--- src/rtl/seg7_pkg.sv ---
// Shared types, glyph table and nibble-to-glyph helper for the seven-segment scan driver.
// Glyphs are stored active-low as {g,f,e,d,c,b,a}; consumers invert for active-high boards.
package seg7_pkg;

    typedef logic [6:0] seg_t;

    localparam seg_t SEG_OFF = 7'h7F;

    localparam seg_t GLYPHS [16] = '{
        7'h40, 7'h79, 7'h24, 7'h30,   // 0 1 2 3
        7'h19, 7'h12, 7'h02, 7'h78,   // 4 5 6 7
        7'h00, 7'h10, 7'h08, 7'h03,   // 8 9 A b
        7'h46, 7'h21, 7'h06, 7'h0E    // C d E F
    };

    function automatic seg_t hex_glyph(input logic [3:0] nibble);
        return GLYPHS[nibble];
    endfunction

endpackage

--- src/rtl/seg7_decode.sv ---
// Combinational nibble decoder: glyph lookup, blanking override and output polarity.
module seg7_decode
    import seg7_pkg::*;
#(
    parameter bit ACTIVE_LOW = 1'b1
) (
    input  logic [3:0] nibble,
    input  logic       blank,
    output seg_t       seg
);

    seg_t pattern;

    always_comb begin
        pattern = blank ? SEG_OFF : hex_glyph(nibble);
        seg     = ACTIVE_LOW ? pattern : ~pattern;
    end

endmodule

--- src/rtl/seg7_scan_driver.sv ---
// Time-multiplexed hex display driver with tear-free frame-boundary commits and leading-zero blanking.
// Optional per-digit blinking is compiled in when SEG7_BLINK_EN is defined.
module seg7_scan_driver
    import seg7_pkg::*;
#(
    parameter int NUM_DIGITS = 6,
    parameter int SCAN_DIV   = 1024,
    parameter int BLINK_DIV  = 64,
    parameter bit ACTIVE_LOW = 1'b1
) (
    input  logic                      clk,
    input  logic                      rst,
    input  logic [4*NUM_DIGITS-1:0]   value,
    input  logic                      load,
    input  logic                      blank_lz,
    input  logic [NUM_DIGITS-1:0]     blink_mask,
    output logic [6:0]                seg,
    output logic [NUM_DIGITS-1:0]     digit_en
);

    localparam int VALUE_W = 4 * NUM_DIGITS;
    localparam int DIV_W   = (SCAN_DIV > 1) ? $clog2(SCAN_DIV) : 1;
    localparam int IDX_W   = (NUM_DIGITS > 1) ? $clog2(NUM_DIGITS) : 1;

    localparam logic [DIV_W-1:0] DIV_LAST = DIV_W'(SCAN_DIV - 1);
    localparam logic [IDX_W-1:0] IDX_LAST = IDX_W'(NUM_DIGITS - 1);

    localparam seg_t                  SEG_IDLE = ACTIVE_LOW ? SEG_OFF : ~SEG_OFF;
    localparam logic [NUM_DIGITS-1:0] EN_IDLE  = ACTIVE_LOW ? {NUM_DIGITS{1'b1}} : {NUM_DIGITS{1'b0}};

    logic [VALUE_W-1:0]    shadow_reg;
    logic                  pending_reg;
    logic [VALUE_W-1:0]    display_reg;
    logic [DIV_W-1:0]      div_cnt_reg;
    logic [IDX_W-1:0]      idx_reg;
    seg_t                  seg_reg;
    logic [NUM_DIGITS-1:0] digit_en_reg;

    logic                  digit_end;
    logic                  frame_end;
    logic [3:0]            nibbles [NUM_DIGITS];
    logic [NUM_DIGITS-1:0] lz_blank;
    logic [NUM_DIGITS-1:0] idx_onehot;
    logic                  blink_blank;
    logic                  blank_cur;
    seg_t                  seg_next;
    logic [NUM_DIGITS-1:0] digit_en_next;

    assign digit_end = (div_cnt_reg == DIV_LAST);
    assign frame_end = digit_end && (idx_reg == IDX_LAST);

    // A digit is a leading zero when it and every more-significant nibble are zero.
    genvar gi;
    generate
        for (gi = 0; gi < NUM_DIGITS; gi++) begin : g_digit
            assign nibbles[gi]    = display_reg[4*gi +: 4];
            assign idx_onehot[gi] = (idx_reg == IDX_W'(gi));
            if (gi == 0) begin : g_first
                assign lz_blank[gi] = 1'b0;
            end else begin : g_upper
                assign lz_blank[gi] = ~|display_reg[VALUE_W-1:4*gi];
            end
        end
    endgenerate

`ifdef SEG7_BLINK_EN
    localparam int BLINK_W = (BLINK_DIV > 1) ? $clog2(BLINK_DIV) : 1;
    localparam logic [BLINK_W-1:0] BLINK_LAST = BLINK_W'(BLINK_DIV - 1);

    logic [BLINK_W-1:0] blink_cnt_reg;
    logic               blink_phase_reg;

    always_ff @(posedge clk) begin
        if (rst) begin
            blink_cnt_reg   <= '0;
            blink_phase_reg <= 1'b0;
        end else if (frame_end) begin
            if (blink_cnt_reg == BLINK_LAST) begin
                blink_cnt_reg   <= '0;
                blink_phase_reg <= ~blink_phase_reg;
            end else begin
                blink_cnt_reg <= blink_cnt_reg + BLINK_W'(1);
            end
        end
    end

    assign blink_blank = blink_phase_reg && blink_mask[idx_reg];
`else
    logic unused_blink_mask;
    assign unused_blink_mask = ^blink_mask;
    assign blink_blank       = 1'b0;
`endif

    assign blank_cur = (blank_lz && lz_blank[idx_reg]) || blink_blank;

    seg7_decode #(
        .ACTIVE_LOW (ACTIVE_LOW)
    ) u_decode (
        .nibble (nibbles[idx_reg]),
        .blank  (blank_cur),
        .seg    (seg_next)
    );

    assign digit_en_next = ACTIVE_LOW ? ~idx_onehot : idx_onehot;

    always_ff @(posedge clk) begin
        if (rst) begin
            div_cnt_reg <= '0;
            idx_reg     <= '0;
        end else if (digit_end) begin
            div_cnt_reg <= '0;
            idx_reg     <= (idx_reg == IDX_LAST) ? '0 : idx_reg + IDX_W'(1);
        end else begin
            div_cnt_reg <= div_cnt_reg + DIV_W'(1);
        end
    end

    // A load landing on the frame boundary bypasses the shadow so it is not delayed a whole frame.
    always_ff @(posedge clk) begin
        if (rst) begin
            shadow_reg  <= '0;
            pending_reg <= 1'b0;
            display_reg <= '0;
        end else if (load && frame_end) begin
            shadow_reg  <= value;
            display_reg <= value;
            pending_reg <= 1'b0;
        end else if (load) begin
            shadow_reg  <= value;
            pending_reg <= 1'b1;
        end else if (frame_end && pending_reg) begin
            display_reg <= shadow_reg;
            pending_reg <= 1'b0;
        end
    end

    always_ff @(posedge clk) begin
        if (rst) begin
            seg_reg      <= SEG_IDLE;
            digit_en_reg <= EN_IDLE;
        end else begin
            seg_reg      <= seg_next;
            digit_en_reg <= digit_en_next;
        end
    end

    assign seg      = seg_reg;
    assign digit_en = digit_en_reg;

endmodule

--- config.mk ---
export PLATFORM = sky130hd
export DESIGN_NAME = seg7_scan_driver
export DESIGN_NICKNAME = d
export VERILOG_FILES = /design/src/rtl/seg7_pkg.sv /design/src/rtl/seg7_decode.sv /design/src/rtl/seg7_scan_driver.sv
export SDC_FILE = /design/constraint.sdc
export NUM_CORES = 1
export LEC_CHECK = 0
export BUFFER_PORTS_ARGS = -buffer_cell sky130_fd_sc_hd__buf_4
export CORE_UTILIZATION = 57
export DETAILED_ROUTE_END_ITERATION = 7
export PLACE_DENSITY_LB_ADDON = 0.1
export SYNTH_ARGS = -nofsm -noshare
export SYNTH_HDL_FRONTEND = slang
export SYNTH_SLANG_ARGS = --single-unit
--- constraint.sdc ---
create_clock -name clk -period 2.6 [get_ports clk]
set_input_delay 0.13 -clock clk [delete_from_list [all_inputs] [get_ports clk]]
set_output_delay 0.13 -clock clk [all_outputs]
set_load 0.05 [all_outputs]
==> flow_summary_export.csv <==
group,metric,value,unit
logic_synthesis,synthAdderAreaFrac,0.0299,
route,drt-initial-drc-count,279,
power,p_leak,1.59,nW
timing,period_needed,2.35,ns
placement,dp_hpwl,4.98,mm
global_routing,grt_use_total,0.248,
route,viasPerCell,5.82,
logic_synthesis,synth_compound_area_frac,0.190,
route,dr_total_vias,2743,
logic_synthesis,synth_edf_count,0,
logic_synthesis,synth-async-reset-ratio,0,
logic_synthesis,seq_area_frac_synth,0.448,
finish,drive_above_1_share,0.218,
finish,n_antenna_cell,0,
logic_synthesis,syn_avg_cell_area,9.42,um2
route,drc_errors,0,
finish,postLayoutCellArea,3940,um2
cts,postCtsResizedCells,0,
logic_synthesis,syn_area,3350,um2
power,ir_drop,444,uV
global_routing,grt-ovfl-total,0,
route,dr.pass1.iters,4,
finish,seq_area,1500,um2
die,ioPinCount,47,
cts,numCtsBuffers,9,
finish,multi_input_comb_area,1680,um2
logic_synthesis,syn_nets,398,
finish,fin_nets,436,
logic_synthesis,yosys.area_share.simple,0.156,
timing,whs,0.0277,ns
global_routing,antenna_found_initial,0,
logic_synthesis,ys_types,48,
timing,worst_pin_slew,0.647,ns
die,die_w,78.7,um
setup_path,end_kind,"flop",
logic_synthesis,synth_warnings,0,
logic_synthesis,synth_top_area_share,0.448,
placement,gp_congestion,0.881,
placement,dp_cells,455,
route,antenna_left,0,
timing,rsz0062_at_grt,"no",
route,routedWlPerCell,15.1,um
timing,timing.setup.tns,0,ns
setup_path,critPathRequiredTime,2.82,ns
timing,drv_slew,0,
logic_synthesis,synthTopCellsByArea,"dfxtp_1 45%, mux2i_1 8.7%, nor2_1 7.3%",
die,initial_core_util,0.601,
placement,place_area,3710,um2
setup_path,critPathKind,"reg2reg",
route,finalWirelength,7.12,mm
cts,clkTransAtPathRegs,0.08,ns
outcome,run_status,"finished clean",
timing,fin_skew,0.00984,ns
timing,setup_violations,0,
cts,cts_hold_buf,0,
logic_synthesis,synthXorXnorAreaFrac,0.0209,
timing,fmax,426,MHz
finish,stdcell_count,471,
min_path,hold_path_class,"in2reg",
die,die_y,78.7,um
finish,area_growth_syn_to_layout,17.4,%
logic_synthesis,synth_top_cell_by_area,"dfxtp_1",
setup_path,cp_max_fo,7,
logic_synthesis,synth_cells,356,
cts,insertion_delay,0.35,ns
die,die_area,6190,um2
power,power.density,603,nW/um2
flow_run,max_cap_viol_count,0,
cts,cts.sink_count,75,
global_routing,grt_max_degree,56,
logic_synthesis,ys_ff_latch,75,
timing,hold_viol_final,0,
cts,post_cts_buffers,0,
logic_synthesis,synth_mux_area_frac,0.103,
cts,cts_tree,"yes",
timing,relSlewSlack,0.568,
logic_synthesis,yosys_most_used_dff,"dfxtp_1",
cts,htree_num_levels,3,
timing,fin_crit_sh,0.903,
die,core_region_area,5570,um2
finish,num-fill-cells,452,
setup_path,worst_ep_arrival_time,2.57,ns
global_routing,grt_pass1_vias,2526,
die,num_rows,27,
global_routing,grt_pass1_wl,12.0,mm
cts,root_buffer,"clkbuf_8",
setup_path,critPathLaunchType,"flop",
cts,clock_path_buffers,2,
placement,portBuffers,40,
logic_synthesis,synth_top_family_by_area,"compound AO/OA/AOI/OAI gates",
finish,postLayoutCoreUtil,0.706,
report_power, final:
group,internal (mW),total [mW],leakage (nW),switching (mW)
Sequential,1.18,1.20,0.613,0.0163
Clock,0.566,1.00,0.108,0.438
Combinational,0.0744,0.172,0.867,0.0973
Total,1.82,2.37,1.59,0.552
per-stage QoR:
| step | total power [mW] | setup WS (ns) |
|---|---|---|
| 6_report | 2.37 | 0.252 |
| 4_1_cts | 2.39 | 0.317 |
| 3_5_place_dp | 1.40 | 0.335 |
| 5_1_grt | 2.46 | 0.129 |
| 3_3_place_gp | 1.39 | 0.358 |
| 2_1_floorplan | 1.33 | 0.294 |
kinds of logic after synthesis:
group,after synthesis
simple gates,111
fa+ha+maj,8
buf+inv,36
xor+xnor,8
compound gates,84
mux,34
flops,75
layer usage:
layer	global-route usage	share of wire	vias up
li1	-	-	1365
met1	0.319	0.47	1305
met2	0.404	0.47	63
met3	0.0488	0.044	10
met4	0.106	0.013	0
met5	0	0	-
worst paths after layout:
path                       start             end  slack [ns]  cells after the start
hold reg to reg   div_cnt_reg[0]  div_cnt_reg[0]        0.46                      1
hold / removal         value[21]  shadow_reg[21]        0.03                      3
setup reg to reg      idx_reg[1]          seg[0]        0.25                      6
setup / recovery      idx_reg[1]          seg[0]        0.25                      6
critical path: stages (launching register included):
cell      delay [ns]
dfxtp_1         0.44
buf_4           0.19
mux2_2          0.33
a222oi_1        0.62
o21ai_0         0.33
a21oi_1         0.21
o21ai_0         0.10
synthesized netlist by cell type, drive strengths merged, types with 5 or more instances:
| master | instances |
|---|---|
| ha | 8 |
| nand2 | 9 |
| nand3 | 7 |
| or3 | 5 |
| mux2i | 29 |
| dfxtp | 75 |
| a211oi | 21 |
| buf | 18 |
| nor2 | 65 |
| a21oi | 13 |
| clkbuf | 8 |
| o22ai | 12 |
| inv | 10 |
| mux2 | 5 |
| nand3b | 5 |
| o21ai | 12 |
| o221ai | 6 |
| nor4 | 6 |
cells in the final DEF (no fill, tap or decap), types with 4 or more instances in the layout:
cell / Yosys / final
dfxtp_1: 75 / 75
ha_1: 8 / 8
nand2_1: 9 / 9
xnor2_1: 4 / 4
a211o_1: 4 / 4
a21oi_1: 13 / 13
mux2_2: 5 / 5
a211oi_2: 10 / 10
nor4_1: 6 / 5
o22ai_1: 12 / 12
nor2_1: 65 / 65
xor2_1: 4 / 4
nand3b_1: 5 / 5
or3_1: 5 / 5
inv_1: 10 / 10
a211oi_1: 11 / 11
o21ai_0: 12 / 12
clkbuf_8: 0 / 10
nand3_1: 7 / 7
mux2i_1: 29 / 29
buf_4: 1 / 53
o221ai_1: 6 / 6
cell type report:
| class | instances | area share |
|---|---|---|
| multi-input combinational | 245 | 0.428 |
| clock inverter | 6 | 0.0226 |
| clock buffer | 10 | 0.0350 |
| sequential | 75 | 0.381 |
| tap | 72 | 0.0229 |
| inverter | 10 | 0.00954 |
| timing repair buffer | 53 | 0.101 |
Note: power is estimated with default switching activity, not from simulation.
